**src/rtl/line_window_feeder.sv**
```systemverilog
// rtl/line_window_feeder.sv - raster pixel stream to K-row window column feeder with border modes
module line_window_feeder #(
  parameter int IMG_W      = 20,
  parameter int IMG_H      = 20,
  parameter int BIT_LENGTH = 5,
  parameter int K          = 3
) (
  input  logic                    clk,
  input  logic                    reset,
  input  logic                    start,
  input  logic [1:0]              mode,
  input  logic [BIT_LENGTH-1:0]   in_pixel,
  input  logic                    in_valid,
  output logic                    in_ready,
  output logic [K*BIT_LENGTH-1:0] out_col,
  output logic                    out_valid,
  input  logic                    out_ready,
  output logic                    out_first,
  output logic                    out_last,
  output logic                    frame_done,
  output logic                    busy
);
  localparam int P  = (K - 1) / 2;
  localparam int IW = $clog2(IMG_W);
  localparam int RW = $clog2(IMG_H + 1);
  localparam int CW = $clog2(IMG_W + P + 1) + 1;
  localparam int BW = $clog2(K);

  localparam logic signed [CW-1:0] C_NEG_P   = CW'(-P);
  localparam logic signed [CW-1:0] C_ZERO    = CW'(0);
  localparam logic signed [CW-1:0] C_MAX     = CW'(IMG_W - 1);
  localparam logic signed [CW-1:0] C_PAD_END = CW'(IMG_W - 1 + P);

  typedef enum logic [2:0] {S_IDLE, S_FILL, S_EMIT, S_ACCEPT, S_DONE} state_t;
  state_t r_state, w_next;

  // Ring of K line buffers; row y lives in buffer y mod K.
  logic [BIT_LENGTH-1:0] r_mem [K][IMG_W];

  logic [1:0]              r_mode;
  logic [IW-1:0]           r_in_col;
  logic [RW-1:0]           r_in_row;
  logic [BW-1:0]           r_wbuf;
  logic signed [CW-1:0]    r_oc;
  logic [RW-1:0]           r_out_row;
  logic [BW-1:0]           r_obuf;
  logic                    r_issuing;
  logic [K*BIT_LENGTH-1:0] r_out_col;
  logic                    r_ov, r_of, r_ol;

  logic                    w_pad, w_zero, w_in_fire, w_out_fire, w_in_row_end;
  logic                    w_row_end, w_load, w_start_row, w_col_oob;
  logic [RW-1:0]           w_fill_last, w_last_row;
  logic signed [CW-1:0]    w_cstart, w_cend;
  logic [IW-1:0]           w_csel;
  logic [K*BIT_LENGTH-1:0] w_col_next;

  assign w_pad        = (r_mode != 2'd0);
  assign w_zero       = (r_mode == 2'd1);
  assign w_fill_last  = w_pad ? RW'(P) : RW'(K - 1);
  assign w_last_row   = w_pad ? RW'(IMG_H - 1) : RW'(IMG_H - 1 - P);
  assign w_cstart     = w_pad ? C_NEG_P : C_ZERO;
  assign w_cend       = w_pad ? C_PAD_END : C_MAX;
  assign w_in_fire    = in_valid && in_ready;
  assign w_out_fire   = r_ov && out_ready;
  assign w_in_row_end = (r_in_col == IW'(IMG_W - 1));
  assign w_row_end    = w_out_fire && r_ol;
  assign w_load       = r_issuing && (!r_ov || out_ready);
  assign w_start_row  = (w_next == S_EMIT) && ((r_state != S_EMIT) || w_row_end);

  assign out_col   = r_out_col;
  assign out_valid = r_ov;
  assign out_first = r_of;
  assign out_last  = r_ol;

  // State register.
  always_ff @(posedge clk) begin
    if (reset) r_state <= S_IDLE;
    else       r_state <= w_next;
  end

  // Next-state and handshake outputs.
  always_comb begin
    w_next     = r_state;
    in_ready   = 1'b0;
    busy       = 1'b1;
    frame_done = 1'b0;
    case (r_state)
      S_IDLE: begin
        busy = 1'b0;
        if (start) w_next = S_FILL;
      end
      S_FILL: begin
        in_ready = 1'b1;
        if (in_valid && w_in_row_end && (r_in_row == w_fill_last)) w_next = S_EMIT;
      end
      S_EMIT: begin
        if (w_row_end) begin
          if (r_out_row == w_last_row)        w_next = S_DONE;
          else if (r_in_row < RW'(IMG_H))     w_next = S_ACCEPT;
        end
      end
      S_ACCEPT: begin
        in_ready = 1'b1;
        if (in_valid && w_in_row_end) w_next = S_EMIT;
      end
      S_DONE: begin
        frame_done = 1'b1;
        w_next     = S_IDLE;
      end
      default: w_next = S_IDLE;
    endcase
  end

  // Line buffer write port; contents deliberately survive reset.
  always_ff @(posedge clk) begin
    if (w_in_fire) r_mem[r_wbuf][r_in_col] <= in_pixel;
  end

  // Column clamp shared by every element of the window column.
  always_comb begin
    w_col_oob = 1'b0;
    w_csel    = r_oc[IW-1:0];
    if (r_oc < C_ZERO) begin
      w_col_oob = 1'b1;
      w_csel    = '0;
    end else if (r_oc > C_MAX) begin
      w_col_oob = 1'b1;
      w_csel    = IW'(IMG_W - 1);
    end
  end

  // Gather one window column: element i comes from row out_row-P+i.
  always_comb begin
    int sr;
    int bi;
    logic zr;
    w_col_next = '0;
    sr = 0;
    bi = 0;
    zr = 1'b0;
    for (int i = 0; i < K; i++) begin
      sr = int'(r_out_row) - P + i;
      zr = w_zero && w_col_oob;
      bi = int'(r_obuf) + i + K - P;
      if (bi >= 2 * K)  bi = bi - 2 * K;
      else if (bi >= K) bi = bi - K;
      if (sr < 0) begin
        zr = w_zero;
        bi = 0;
      end else if (sr > IMG_H - 1) begin
        zr = w_zero;
        bi = (IMG_H - 1) % K;
      end
      w_col_next[i*BIT_LENGTH +: BIT_LENGTH] = zr ? '0 : r_mem[bi[BW-1:0]][w_csel];
    end
  end

  // Counters, ring pointers and the registered output stage.
  always_ff @(posedge clk) begin
    if (reset) begin
      r_mode    <= 2'd0;
      r_in_col  <= '0;
      r_in_row  <= '0;
      r_wbuf    <= '0;
      r_oc      <= '0;
      r_out_row <= '0;
      r_obuf    <= '0;
      r_issuing <= 1'b0;
      r_out_col <= '0;
      r_ov      <= 1'b0;
      r_of      <= 1'b0;
      r_ol      <= 1'b0;
    end else begin
      if ((r_state == S_IDLE) && start) begin
        r_mode    <= mode;
        r_in_col  <= '0;
        r_in_row  <= '0;
        r_wbuf    <= '0;
        r_out_row <= (mode == 2'd0) ? RW'(P) : '0;
        r_obuf    <= (mode == 2'd0) ? BW'(P) : '0;
        r_issuing <= 1'b0;
      end
      if (w_in_fire) begin
        if (w_in_row_end) begin
          r_in_col <= '0;
          r_in_row <= r_in_row + 1'b1;
          r_wbuf   <= (r_wbuf == BW'(K - 1)) ? '0 : r_wbuf + 1'b1;
        end else begin
          r_in_col <= r_in_col + 1'b1;
        end
      end
      if (w_load) begin
        r_out_col <= w_col_next;
        r_ov      <= 1'b1;
        r_of      <= (r_oc == w_cstart);
        r_ol      <= (r_oc == w_cend);
        r_oc      <= r_oc + 1'b1;
        if (r_oc == w_cend) r_issuing <= 1'b0;
      end else if (w_out_fire) begin
        r_ov <= 1'b0;
      end
      if (w_row_end && (w_next != S_DONE)) begin
        r_out_row <= r_out_row + 1'b1;
        r_obuf    <= (r_obuf == BW'(K - 1)) ? '0 : r_obuf + 1'b1;
      end
      if (w_start_row) begin
        r_issuing <= 1'b1;
        r_oc      <= w_cstart;
      end
    end
  end
endmodule

```
**config.mk**
```make
export PLATFORM = sky130hd
export DESIGN_NAME = line_window_feeder
export DESIGN_NICKNAME = d
export VERILOG_FILES = /design/src/rtl/line_window_feeder.sv
export SDC_FILE = /design/constraint.sdc
export NUM_CORES = 1
export LEC_CHECK = 0
export CORE_MARGIN = 3
export CORE_UTILIZATION = 45
export CTS_CLUSTER_DIAMETER = 100
export DETAILED_ROUTE_END_ITERATION = 6
export PLACE_DENSITY_LB_ADDON = 0.05
export SETUP_SLACK_MARGIN = 0.02
export SLEW_MARGIN = 0
export SYNTH_ARGS = -nofsm -noshare
export SYNTH_HDL_FRONTEND = slang
export SYNTH_SLANG_ARGS = --single-unit
```
**constraint.sdc**
```tcl
create_clock -name clk -period 5.2 [get_ports clk]
set_input_delay 0.78 -clock clk [delete_from_list [all_inputs] [get_ports clk]]
set_output_delay 0.78 -clock clk [all_outputs]
set_load 0.05 [all_outputs]
```
======== After elaboration in Yosys (flattened, before gate mapping) ========
Memories as Yosys holds them, arrays and structs flattened.
Cells that the tools add are included.
storage, ports and cells
  register bits after elaboration ......... 49
  latch bits .............................. 0
  RAM bits ................................ 300
  bits in read-only memories .............. 0
  input bits .............................. 12
  output and inout bits ................... 21
  logic and storage cells ................. 171
  memories ................................ 1
cells by class
  add/subtract/negate cells ............... 23
  $mul .................................... 0
  div/mod/pow operators ................... 0
  order comparisons ....................... 18
  equal/unequal tests ..................... 15
  shift operators ......................... 0
  muxes and demuxes ....................... 77
  bitwise operators ....................... 2
  reductions and logical operators ........ 22
memory list
  name   words  bits a word  rd ports  clocked after Yosys merged registers in  wr ports  RTL line  RTL
  r_mem  3      100          3         0                                        1         38        logic [BIT_LENGTH-1:0] r_mem [K][IMG_W];
operators with widths
  cell                                                               count
  2-to-1 mux 100 bit                                                 1
  2-to-1 mux 5 bit                                                   20
  binary-select mux 5 bit (select 5 bit)                             3
  2-to-1 mux 2 bit                                                   20
  greater-than comparator 32 x 6 -> 1 bit, second input constant     1
  < comparator 32 x 1 -> 1 bit, second input constant                1
  demux 5 bit (select 5 bit)                                         1
  2-to-1 mux 1 bit                                                   21
  2-to-1 mux 3 bit                                                   7
  < comparator 6 x 1 -> 1 bit, second input constant                 3
  2-to-1 mux 6 bit                                                   3
  adder 5 x 1 -> 5 bit, second input constant                        3
  equality test 6 bit                                                2
  greater-or-equal comparator 6 bit, second input constant           2
  greater-than comparator 6 bit, second input constant               2
  inverter 5 -> 6 bit                                                2
  case mux 3 bit (4 select lines)                                    1
  logical AND 1 bit                                                  11
  greater-or-equal comparator 5 x 3 -> 1 bit, second input constant  2
  greater-or-equal comparator 5 x 4 -> 1 bit, second input constant  2
  nonzero test 2 bit                                                 5
  subtractor 4 x 1 -> 5 bit, second input constant                   2
  equality test 3 x 2 -> 1 bit, second input constant                3
  adder 3 x 2 -> 4 bit, second input constant                        2
  29 further kinds                                                   37

======== Depth between registers and ports, before layout ========
Gate-level depths: netlist of the first run.
An unclocked memory read counts as a cell.
  depth after elaboration ................. 13
  depth in mapped cells ................... 23
  depth with buffers taken out ............ 15

======== Worst setup path after synthesis of the first run ========
No wires, ideal clock.
  kind .................................... reg2reg
  start point ............................. register r_out_row[1]
  end point ............................... register r_out_col[7], in the netlist out_col[7]
  setup time .............................. 133 ps
  arrival time ............................ 4,065 ps
  required time ........................... 5,067 ps
  setup slack ............................. 1,002 ps
  cell stages (with the launch flop) ...... 22
  buffers on the path ..................... 6
  period minus slack after synthesis ...... 4,198 ps
  cells stage by stage .................... dfxtp_1 -> buf_2 -> buf_2 -> inv_1 -> ha_1 -> buf_2 -> xnor2_1 -> inv_1 -> ha_1 -> clkbuf_1 -> xor2_1 -> or3_1 -> a21oi_1 -> nor3_2 -> a21oi_1 -> buf_4 -> buf_4 -> mux4_2 -> a22oi_1 -> a21oi_1 -> nor4b_1 -> a211oi_1
on the way
  cells in the longest elaborated chain, start to end .. 10
  elaborated cells between the ends (all ways) .. 13
  those cells by class .................... add/sub (2); order compare (2); mux (8); memory (1)
ends and longest elaborated chain
  what                                                 RTL line  RTL
  start, declared                                      45        logic [RW-1:0] r_out_row;
  start signal, assigned                               180       r_out_row <= (mode == 2'd0) ? RW'(P) : '0;
  start signal, assigned                               204       r_out_row <= r_out_row + 1'b1;
  subtractor 5 x 1 -> 6 bit (*)                        143       sr = int'(r_out_row) - P + i;
  adder 6 x 2 -> 7 bit (*)                             143
  greater-than comparator 32 x 6 -> 1 bit              151       end else if (sr > IMG_H - 1) begin
  2-to-1 mux 2 bit                                     151
  2-to-1 mux 2 bit                                     148       if (sr < 0) begin
  memory (3 x 100 bit)                                 --
  binary-select mux 5 bit (select 5 bit)               155       w_col_next[i*BIT_LENGTH +: BIT_LENGTH] = zr ? '0 : r_mem[bi[BW-1:0]][w_csel];
  2-to-1 mux 5 bit (implied by the code) (2 in a row)  155
  2-to-1 mux 5 bit (*)                                 155
  end signal, assigned                                 194       r_out_col <= w_col_next;
  end, declared                                        48        logic [K*BIT_LENGTH-1:0] r_out_col;
Mark *: on every way between the ends. The rest lies on a longest branch, timed or not. The select of a mux whose other input is x is not followed.
A chain may end at the register's enable or synchronous reset.

======== Final worst setup path of the first run ========
  start point ............................. register r_out_row[0]
  end point ............................... register r_out_col[8], in the netlist out_col[8]
Same word-level chain as after synthesis.

==> flow_metrics.py, run 1 <==
metrics = {
    "synth": {
        "syn_nets": 1605,
        "yosysSeqAreaShare_pct": 54.3,
        "synth-async-reset-ratio_pct": 0,
        "yosys_warnings": 0,
        "postSynthCellCount": 1577,
        "synth_edf_count": 300,
        "syn_area_per_cell_um2": 11.7,
        "synth_cell_types": 84,
        "ys_seq_elements": 349,
        "synth_ff_type": "edfxtp_1",
        "syn-cell-area_um2": 18400,
    },
    "sta": {
        "max_slew_margin_pct": 18.5,
        "fmax_mhz": 233,
        "rsz0062_at_grt": "false",
        "final.setup.tns_ps": 0,
        "final_hold_viol_count": 0,
        "setup_ws_ps": 908,
        "fin_skew_ps": 17.3,
        "fin_hold_ws_ps": 476,
        "finalCriticalPeriod_ps": 4290,
        "period_share_pct": 82.5,
        "setup_viol": 0,
        "drv_slew": 0,
        "worst_pin_slew_ps": 1220,
    },
    "drt": {
        "wl_met2_um": 27700,
        "wl_met3_um": 5270,
        "vias": 13983,
        "postRouteAntennaNets": 0,
        "vias_per_cell": 6.55,
        "post-route-drc-count": 0,
        "wirelength_met1_um": 25200,
        "drt-total-wl_um": 60400,
        "highest_layer": "met4",
        "drt_iter0_drc": 1644,
        "firstDrtPassIters": 6,
        "wl_per_cell_um": 28.3,
    },
    "place": {
        "dpl.hpwl_um": 42600,
        "place_area_um2": 19300,
        "dp.cells": 2063,
        "place_ws_ps": 968,
        "place.port_buffers": 32,
        "gp_congestion": 0.948,
    },
    "worst_setup_path": {
        "worstPathRequired_ps": 5660,
        "worstPathCellList": "inv_1 -> ha_1 -> xnor2_1 -> inv_1 -> ha_1 -> inv_1 -> o21ai_0 -> a32o_1 -> nor3_2 -> a21o_1 -> buf_4 -> mux4_2 -> a22oi_1 -> nand3_1 -> a221o_1",
        "cp_num_buf_inv": 4,
        "critPathMaxStageDelay_ps": 540,
        "path_class": "flip-flop to flip-flop",
        "cp_data_arrival_time_ps": 4750,
        "critPathSlowestCell": "mux4_2",
        "critPathLaunchType": "flip-flop",
        "r2r_slack_ps": 910,
        "cp_top_family": "compound AO/OA/AOI/OAI gates",
        "crit_fanout": 19,
        "crit_top_cell": "inv_1",
        "end_kind": "flip-flop",
    },
    "grt": {
        "grt_pass1_vias": 13278,
        "grt_overflow": 0,
        "grt_pass1_wl_um": 89300,
        "grt_use_total_pct": 27.5,
        "antenna_found_initial": 0,
        "grt_max_degree": 95,
    },
    "floorplan": {
        "core_um2": 40100,
        "rows": 73,
        "io_pins": 33,
        "start_util_pct": 45.9,
        "die_w_um": 208,
        "die_area_um2": 43400,
        "die_h_um": 208,
    },
    "job": {
        "cap_violations": 0,
    },
    "finish": {
        "multi_input_area_um2": 7870,
        "drive_above_1_share_pct": 14.0,
        "area_growth_pct": 11.8,
        "nNetsFinal": 1607,
        "diodes": 0,
        "ff_latch_area_um2": 9990,
        "fill_cells": 3508,
        "final_area_um2": 20600,
        "layoutNonFillerInstCount": 2134,
    },
    "clock_tree": {
        "insertion_delay_ps": 570,
        "cts_setup_buffers": 0,
        "cts_sinks": 349,
        "ctsResizeCount": 0,
        "cts_made_buffers": 39,
        "clock-root-buffer": "clkbuf_16",
        "htree_levels": 2,
        "hold_buffers": 0,
        "cts_tree": "yes",
        "clk_pin_slew_ps": 60,
        "clock_path_buffers": 3,
    },
    "hold_path": {
        "holdCritPathClass": "flip-flop to flip-flop",
    },
    "power": {
        "p_leak_nw": 6.56,
        "power-per-cell-area_nw_per_um2": 307,
        "ir_drop_uv": 293,
    },
    "status": {
        "status": "completed",
    },
}
==> routing by layer <==
layer | GRT usage [%] | vias to the layer above
li1 | - | 6080
met1 | 38.8 | 7003
met2 | 42.9 | 730
met3 | 5.16 | 170
met4 | 9.46 | 0
met5 | 0 | -
==> layout by cell type, fill, tap and decap left out, types with 8 or more instances in the layout <==
master	synthesis	layout
a211oi_1	21	21
a21oi_1	130	127
a221oi_1	9	9
a22oi_1	24	24
a31oi_1	24	24
and2_1	8	8
and3_1	11	11
buf_12	0	8
buf_4	8	31
clkbuf_16	0	39
clkdlybuf4s50_1	0	27
dfxtp_1	49	49
edfxtp_1	300	300
ha_1	16	16
inv_1	18	18
mux2i_1	47	47
mux4_2	93	93
nand2_1	238	238
nand2b_1	8	8
nand3_1	54	54
nand4_1	13	13
nor2_1	141	141
nor3_1	33	33
nor3b_1	18	18
nor4_1	12	12
o21ai_0	47	47
or3_1	8	8
==> cells in the mapped netlist, types with 13 or more instances <==
master    instances  area [um^2]
nor3b_1          18          135
buf_2            28          140
nor2_1          141          529
a21oi_1         130          651
nor3_1           33          165
a211oi_1         21          158
inv_1            18         67.6
nand2_1         238          893
dfxtp_1          49          981
edfxtp_1        300         9010
mux4_2           93         2090
nand3_1          54          270
a22oi_1          24          180
ha_1             16          200
o21ai_0          47          235
a31oi_1          24          150
clkbuf_1         60          225
mux2i_1          47          470
nand4_1          13         81.3
==> metrics by stage <==
stage | util (%) | power, mW
final | 51.3 | 6.32
after global placement | 48.1 | 3.57
after floorplan | - | 3.41
after CTS | 51.3 | 6.37
after global routing | 51.3 | 6.52
after detailed placement | 48.1 | 3.57
==> logic make-up after synthesis <==
logic type / Yosys count / share of synthesized area (%)
xor gates and xnor gates: 11 / 0.523
buffers and inverters: 129 / 3.19
and+or+nand+nor: 578 / 14.3
DFF: 349 / 54.3
AOI/OAI and AO/OA: 348 / 12.3
muxes: 146 / 14.3
adders and majority gates: 16 / 1.09
==> layout make-up <==
class / instances / area share [%]
Sequential cell: 349 / 48.5
Multi-Input combinational cell: 1099 / 38.3
Clock buffer: 51 / 5.17
Timing Repair Buffer: 71 / 3.34
Tap cell: 525 / 3.19
Clock inverter: 20 / 1.12
Inverter: 19 / 0.347
==> worst reg2reg max path, cell delays in order (launching register included) <==
cell and delay, ps:
dfxtp_1 320, inv_1 90, ha_1 230, xnor2_1 270
inv_1 80, ha_1 310, inv_1 110, o21ai_0 80
a32o_1 310, nor3_2 440, a21o_1 410, buf_4 360
mux4_2 550, a22oi_1 220, nand3_1 100, a221o_1 320
==> state kept, by name (all words and copies together), names as in the netlist <==
name       cells
r_wbuf         2
r_issuing      1
r_in_col       5
out_col       15
r_in_row       5
r_state        3
out_valid      1
r_mem        300
out_first      1
r_out_row      5
r_oc           6
out_last       1
r_obuf         2
r_mode         2
==> worst paths after layout <==
check | startpoint | end | cells after the start
max | r_out_row[0]$_SDFFE_PP0P_ | out_col[8]$_SDFFE_PP0P_ | 15
min | out_last$_SDFFE_PP0P_ | out_last$_SDFFE_PP0P_ | 2
max reg2reg | r_out_row[0]$_SDFFE_PP0P_ | out_col[8]$_SDFFE_PP0P_ | 15
min reg2reg | out_last$_SDFFE_PP0P_ | out_last$_SDFFE_PP0P_ | 2
==> power breakdown <==
group	internal, mW	switching, mW	leakage (nW)
Clock	1.66	1.15	0.621
Sequential	3.04	0.00494	3.09
Combinational	0.177	0.296	2.85
(Power assumes the default switching activity.)
==> inputs of run 2 (changes only) <==
- clock period: 5.2 -> 4 ns (I/O delays scaled with it)
==> run 2 against run 1 <==
  * First-iteration DRC count rose by 9.4%
  * Non-clock buffer count rose by 58
  * Final cell count rose by 2.6%
  * Worst hold slack improved by 6.7 ps
  * Count of clock-buffer cells in the layout rose by 1
  * Via count rose by 1.3%
  * Wire length rose by 3.8%
  * Critical path type unchanged
  * Highest routed layer unchanged
==> flow_metrics.py, run 2 (same netlist as run 1, synthesis figures left out) <==
metrics = {
    "place": {
        "gp_congestion": 0.963,
        "dp.cells": 2114,
        "place_ws_ps": 50.9,
        "place.port_buffers": 32,
        "dpl.hpwl_um": 45300,
    },
    "drt": {
        "vias_per_cell": 6.47,
        "vias": 14170,
        "post-route-drc-count": 0,
        "postRouteAntennaNets": 0,
        "firstDrtPassIters": 6,
        "drt-total-wl_um": 62700,
        "wl_per_cell_um": 28.6,
        "drt_iter0_drc": 1798,
    },
    "worst_setup_path": {
        "crit_fanout": 15,
        "cp_data_arrival_time_ps": 4290,
        "worstPathRequired_ps": 4420,
        "crit_start": "r_out_row[0]$_SDFFE_PP0P_",
        "reg2reg_from": "r_out_row[0]$_SDFFE_PP0P_",
        "worst_r2r_path_depth": 17,
        "critPathLaunchType": "flip-flop",
        "end_kind": "flip-flop",
        "r2r_slack_ps": 130,
        "path_class": "flip-flop to flip-flop",
    },
    "sta": {
        "final.setup.tns_ps": 0,
        "fmax_mhz": 258,
        "setup_viol": 0,
        "fin_skew_ps": 13.8,
        "finalCriticalPeriod_ps": 3870,
        "period_share_pct": 96.7,
        "drv_slew": 0,
        "setup_ws_ps": 131,
        "final_hold_viol_count": 0,
        "worst_pin_slew_ps": 1230,
        "max_slew_margin_pct": 18.0,
    },
    "floorplan": {
        "io_pins": 33,
        "core_um2": 40100,
        "die_area_um2": 43400,
        "start_util_pct": 45.9,
        "die_w_um": 208,
        "rows": 73,
        "die_h_um": 208,
    },
    "clock_tree": {
        "htree_levels": 2,
        "clock-root-buffer": "clkbuf_16",
        "cts_tree": "yes",
        "cts_made_buffers": 39,
        "clk_pin_slew_ps": 60,
        "clock_path_buffers": 3,
        "cts_sinks": 349,
        "insertion_delay_ps": 560,
        "hold_buffers": 0,
    },
    "status": {
        "status": "completed",
    },
    "grt": {
        "grt_use_total_pct": 28.1,
        "antenna_found_initial": 1,
        "grt_pass1_vias": 13370,
        "grt_pass1_wl_um": 90700,
        "grt_max_degree": 79,
        "grt_overflow": 0,
    },
    "finish": {
        "layoutNonFillerInstCount": 2190,
        "layout_common_cells": "300 x edfxtp_1, 238 x nand2_1, 139 x nor2_1",
        "drive_above_1_share_pct": 17.1,
        "fill_cells": 3497,
        "ff_latch_area_um2": 9990,
        "top_register": "r_mem",
        "largest_register_ffs": 300,
        "diodes": 0,
        "nNetsFinal": 1665,
        "area_growth_pct": 14.6,
        "mostFrequentLayoutCell": "edfxtp_1",
        "multi_input_area_um2": 7950,
    },
    "power": {
        "p_leak_nw": 6.87,
        "power-per-cell-area_nw_per_um2": 388,
        "power_mw": 8.18,
        "ir_drop_uv": 318,
    },
    "hold_path": {
        "min_from": "r_issuing$_SDFF_PP0_",
        "holdCritPathClass": "flip-flop to flip-flop",
        "min_path_cells": 2,
    },
    "job": {
        "cap_violations": 0,
    },
}
## run 2: worst paths after layout
kind | end
max | out_col[9]$_SDFFE_PP0P_
min | out_valid$_SDFFE_PP0P_
max reg2reg | out_col[9]$_SDFFE_PP0P_
min reg2reg | out_valid$_SDFFE_PP0P_
## run 2: worst max-delay path, cell delays in order (launching register included)
cell and delay (ps):
dfxtp_1 330, inv_1 60, ha_1 230, xnor2_2 170, inv_1 70, ha_2 230, buf_4 150, or3_1 320
a31oi_2 240, nor3_4 100, a21oi_4 240, buf_4 200, clkbuf_16 220, mux4_2 540, a22oi_1 240, a21oi_1 160
nor3_1 170, nor3_1 70
## run 2: per-stage QoR
stage | utilization (%) | hold slack, ps | area (um^2)
after global routing | 52.6 | 503 | 21100
after global placement | 49.1 | 468 | 19700
after CTS | 52.1 | 482 | 20900
after floorplan | - | 448 | 18400
after detailed placement | 49.1 | 472 | 19700
final | 52.6 | 482 | 21100
## run 2: area by class of cell
cell class                 instances  area share [%]
tap                              525            3.11
inverter                          19           0.338
multi-input combinational       1099            37.7
clock inverter                    17           0.819
sequential                       349            47.4
timing repair buffer             129            5.67
clock buffer                      52            5.00
## run 2: what timing repair did
item,CTS,global route
buffers inserted,0,5
endpoints found under the setup margin,1,8
resized for setup,0,16
pin swaps,0,2
gates cloned,0,2
## run 2: power breakdown
group | internal (mW) | switching, mW | total, mW
Combinational | 0.288 | 0.420 | 0.708
Clock | 2.05 | 1.46 | 3.51
Sequential | 3.95 | 0.00684 | 3.96
## run 2: routing by layer
metal	global-route usage, %	wire [um]	share of wire (%)
met1	40.0	26000	42
met2	42.5	28100	45
met3	6.14	6020	9.6
met4	10.8	2540	4.1
met5	0	0	0
==> inputs of run 3 (changes only) <==
- SETUP_SLACK_MARGIN: 0.02 -> 0.5
==> run 3 against run 2 <==
  * Die area is the same
  * Wire length shrank 0.77%
  * Sequential cell count is the same
  * Utilization grew 0.63 points
  * Total power shrank 2.1%
  * Worst hold slack lost 9.8 ps
  * Fmax grew 7.4%
  * Via count grew 0.96%
  * Combinational power grew 12%
  * Non-clock buffer count is the same
  * First-iteration DRC count grew 8.9%
  * Critical path depth grew 1
==> flow_metrics.py, run 3 (same netlist as run 1, synthesis figures left out) <==
metrics = {
    "sta": {
        "worst_pin_slew_ps": 1210,
        "period_share_pct": 90.1,
        "fin_skew_ps": 21.0,
        "setup_ws_ps": 398,
        "final_hold_viol_count": 0,
        "fmax_mhz": 278,
        "rsz0062_at_grt": "true",
        "fin_hold_ws_ps": 473,
        "max_slew_margin_pct": 19.5,
        "final.setup.tns_ps": 0,
        "finalCriticalPeriod_ps": 3600,
        "setup_viol": 0,
        "drv_slew": 0,
    },
    "finish": {
        "top_register": "r_mem",
        "multi_input_area_um2": 8150,
        "drive_above_1_share_pct": 19.5,
        "diodes": 0,
        "fill_cells": 3440,
        "layout_common_cells": "300 x edfxtp_1, 236 x nand2_1, 140 x nor2_1",
        "ff_latch_area_um2": 9990,
        "area_growth_pct": 15.9,
        "largest_register_ffs": 300,
        "mostFrequentLayoutCell": "edfxtp_1",
        "nNetsFinal": 1664,
    },
    "drt": {
        "firstDrtPassIters": 6,
        "wirelength_met1_um": 26000,
        "vias_per_cell": 6.54,
        "wl_met3_um": 5070,
        "drt_iter0_drc": 1958,
        "post-route-drc-count": 0,
        "wl_met2_um": 28800,
        "drt-total-wl_um": 62200,
        "postRouteAntennaNets": 0,
        "wl_per_cell_um": 28.5,
        "highest_layer": "met5",
        "vias": 14306,
    },
    "power": {
        "power-per-cell-area_nw_per_um2": 375,
        "p_leak_nw": 6.92,
        "ir_drop_uv": 349,
        "power_mw": 8.00,
    },
    "grt": {
        "grt_pass1_wl_um": 90100,
        "grt_pass1_vias": 13600,
        "grt_use_total_pct": 27.7,
        "antenna_found_initial": 1,
        "grt_max_degree": 119,
        "grt_overflow": 0,
    },
    "floorplan": {
        "start_util_pct": 45.9,
        "core_um2": 40100,
        "die_area_um2": 43400,
        "io_pins": 33,
        "rows": 73,
        "die_h_um": 208,
        "die_w_um": 208,
    },
    "job": {
        "cap_violations": 0,
    },
    "hold_path": {
        "holdCritPathClass": "flip-flop to flip-flop",
    },
    "clock_tree": {
        "insertion_delay_ps": 580,
        "clock_path_buffers": 3,
        "clock-root-buffer": "clkbuf_16",
        "cts_sinks": 349,
        "clk_pin_slew_ps": 60,
        "htree_levels": 2,
        "cts_made_buffers": 38,
        "cts_tree": "yes",
        "hold_buffers": 0,
    },
    "worst_setup_path": {
        "critPathLaunchType": "flip-flop",
        "path_class": "flip-flop to flip-flop",
        "cp_data_arrival_time_ps": 4090,
        "crit_fanout": 11,
        "end_kind": "flip-flop",
        "worstPathRequired_ps": 4480,
    },
    "status": {
        "status": "completed",
    },
    "place": {
        "place_ws_ps": 147,
        "gp_congestion": 0.931,
        "dpl.hpwl_um": 43700,
        "place.port_buffers": 32,
    },
}
==> run 3: cell count changes in the layout (fill, tap and decap cells not counted), sizes merged <==
cell	change
bufinv	-3
buf	-2
clkbuf	-7
clkinv	+7
clkinvlp	+2
==> run 3: timing repair <==
item,CTS,global route
gates resized for setup,27,34
setup buffers,19,7
cloned,1,4
hold endpoints to repair,0,0
endpoints found under the setup margin,10,13
pin swaps,21,21
==> run 3: layer usage <==
layer,global-route usage (%),vias to the layer above
met5,0,-
met4,9.83,2
met3,4.10,155
met2,43.5,815
met1,39.5,7143
li1,-,6191
==> run 3: final timing paths <==
path | slack, ps | cells past startpoint | start | to
min | 470 | 2 | r_issuing$_SDFF_PP0_ | out_valid$_SDFFE_PP0P_
max | 400 | 18 | r_out_row[1]$_SDFFE_PP0P_ | out_col[5]$_SDFFE_PP0P_
min reg2reg | 470 | 2 | r_issuing$_SDFF_PP0_ | out_valid$_SDFFE_PP0P_
max reg2reg | 400 | 18 | r_out_row[1]$_SDFFE_PP0P_ | out_col[5]$_SDFFE_PP0P_
==> run 3: critical path, stage by stage (launching register included) <==
cell      delay, ps
dfxtp_2         350
inv_4            40
ha_4            170
xnor2_4         150
inv_2            60
ha_4            180
xor2_1          150
or3_1           330
a21oi_2         180
nor3_4           80
buf_4           160
a21o_4          250
buf_12          160
nor2_2          130
buf_6           160
a221o_1         150
a21oi_1          40
or4_4           550
a311oi_2        210
==> run 3: report_power, final <==
part           leakage, nW  total, mW  switching [mW]  internal (mW)
Clock                0.543       3.25            1.49           1.76
Combinational         3.28      0.796           0.445          0.351
Sequential            3.09       3.96         0.00586           3.95
==> run 3: cell type report <==
cell class / instances / share of cell area (%)
Clock inverter: 23 / 0.733
Sequential cell: 349 / 46.8
Multi-Input combinational cell: 1099 / 38.2
Tap cell: 525 / 3.08
Timing Repair Buffer: 129 / 6.26
Inverter: 19 / 0.346
Clock buffer: 43 / 4.54
==> run 3: per-stage QoR <==
stage                     cells  instance area (um^2)  utilization (%)
final                      2187                 21300             53.2
after global routing       2187                 21300             53.2
after CTS                  2176                 21000             52.5
after detailed placement   2090                 19600             48.8
after global placement     2090                 19600             48.8
after floorplan            1577                 18500                -
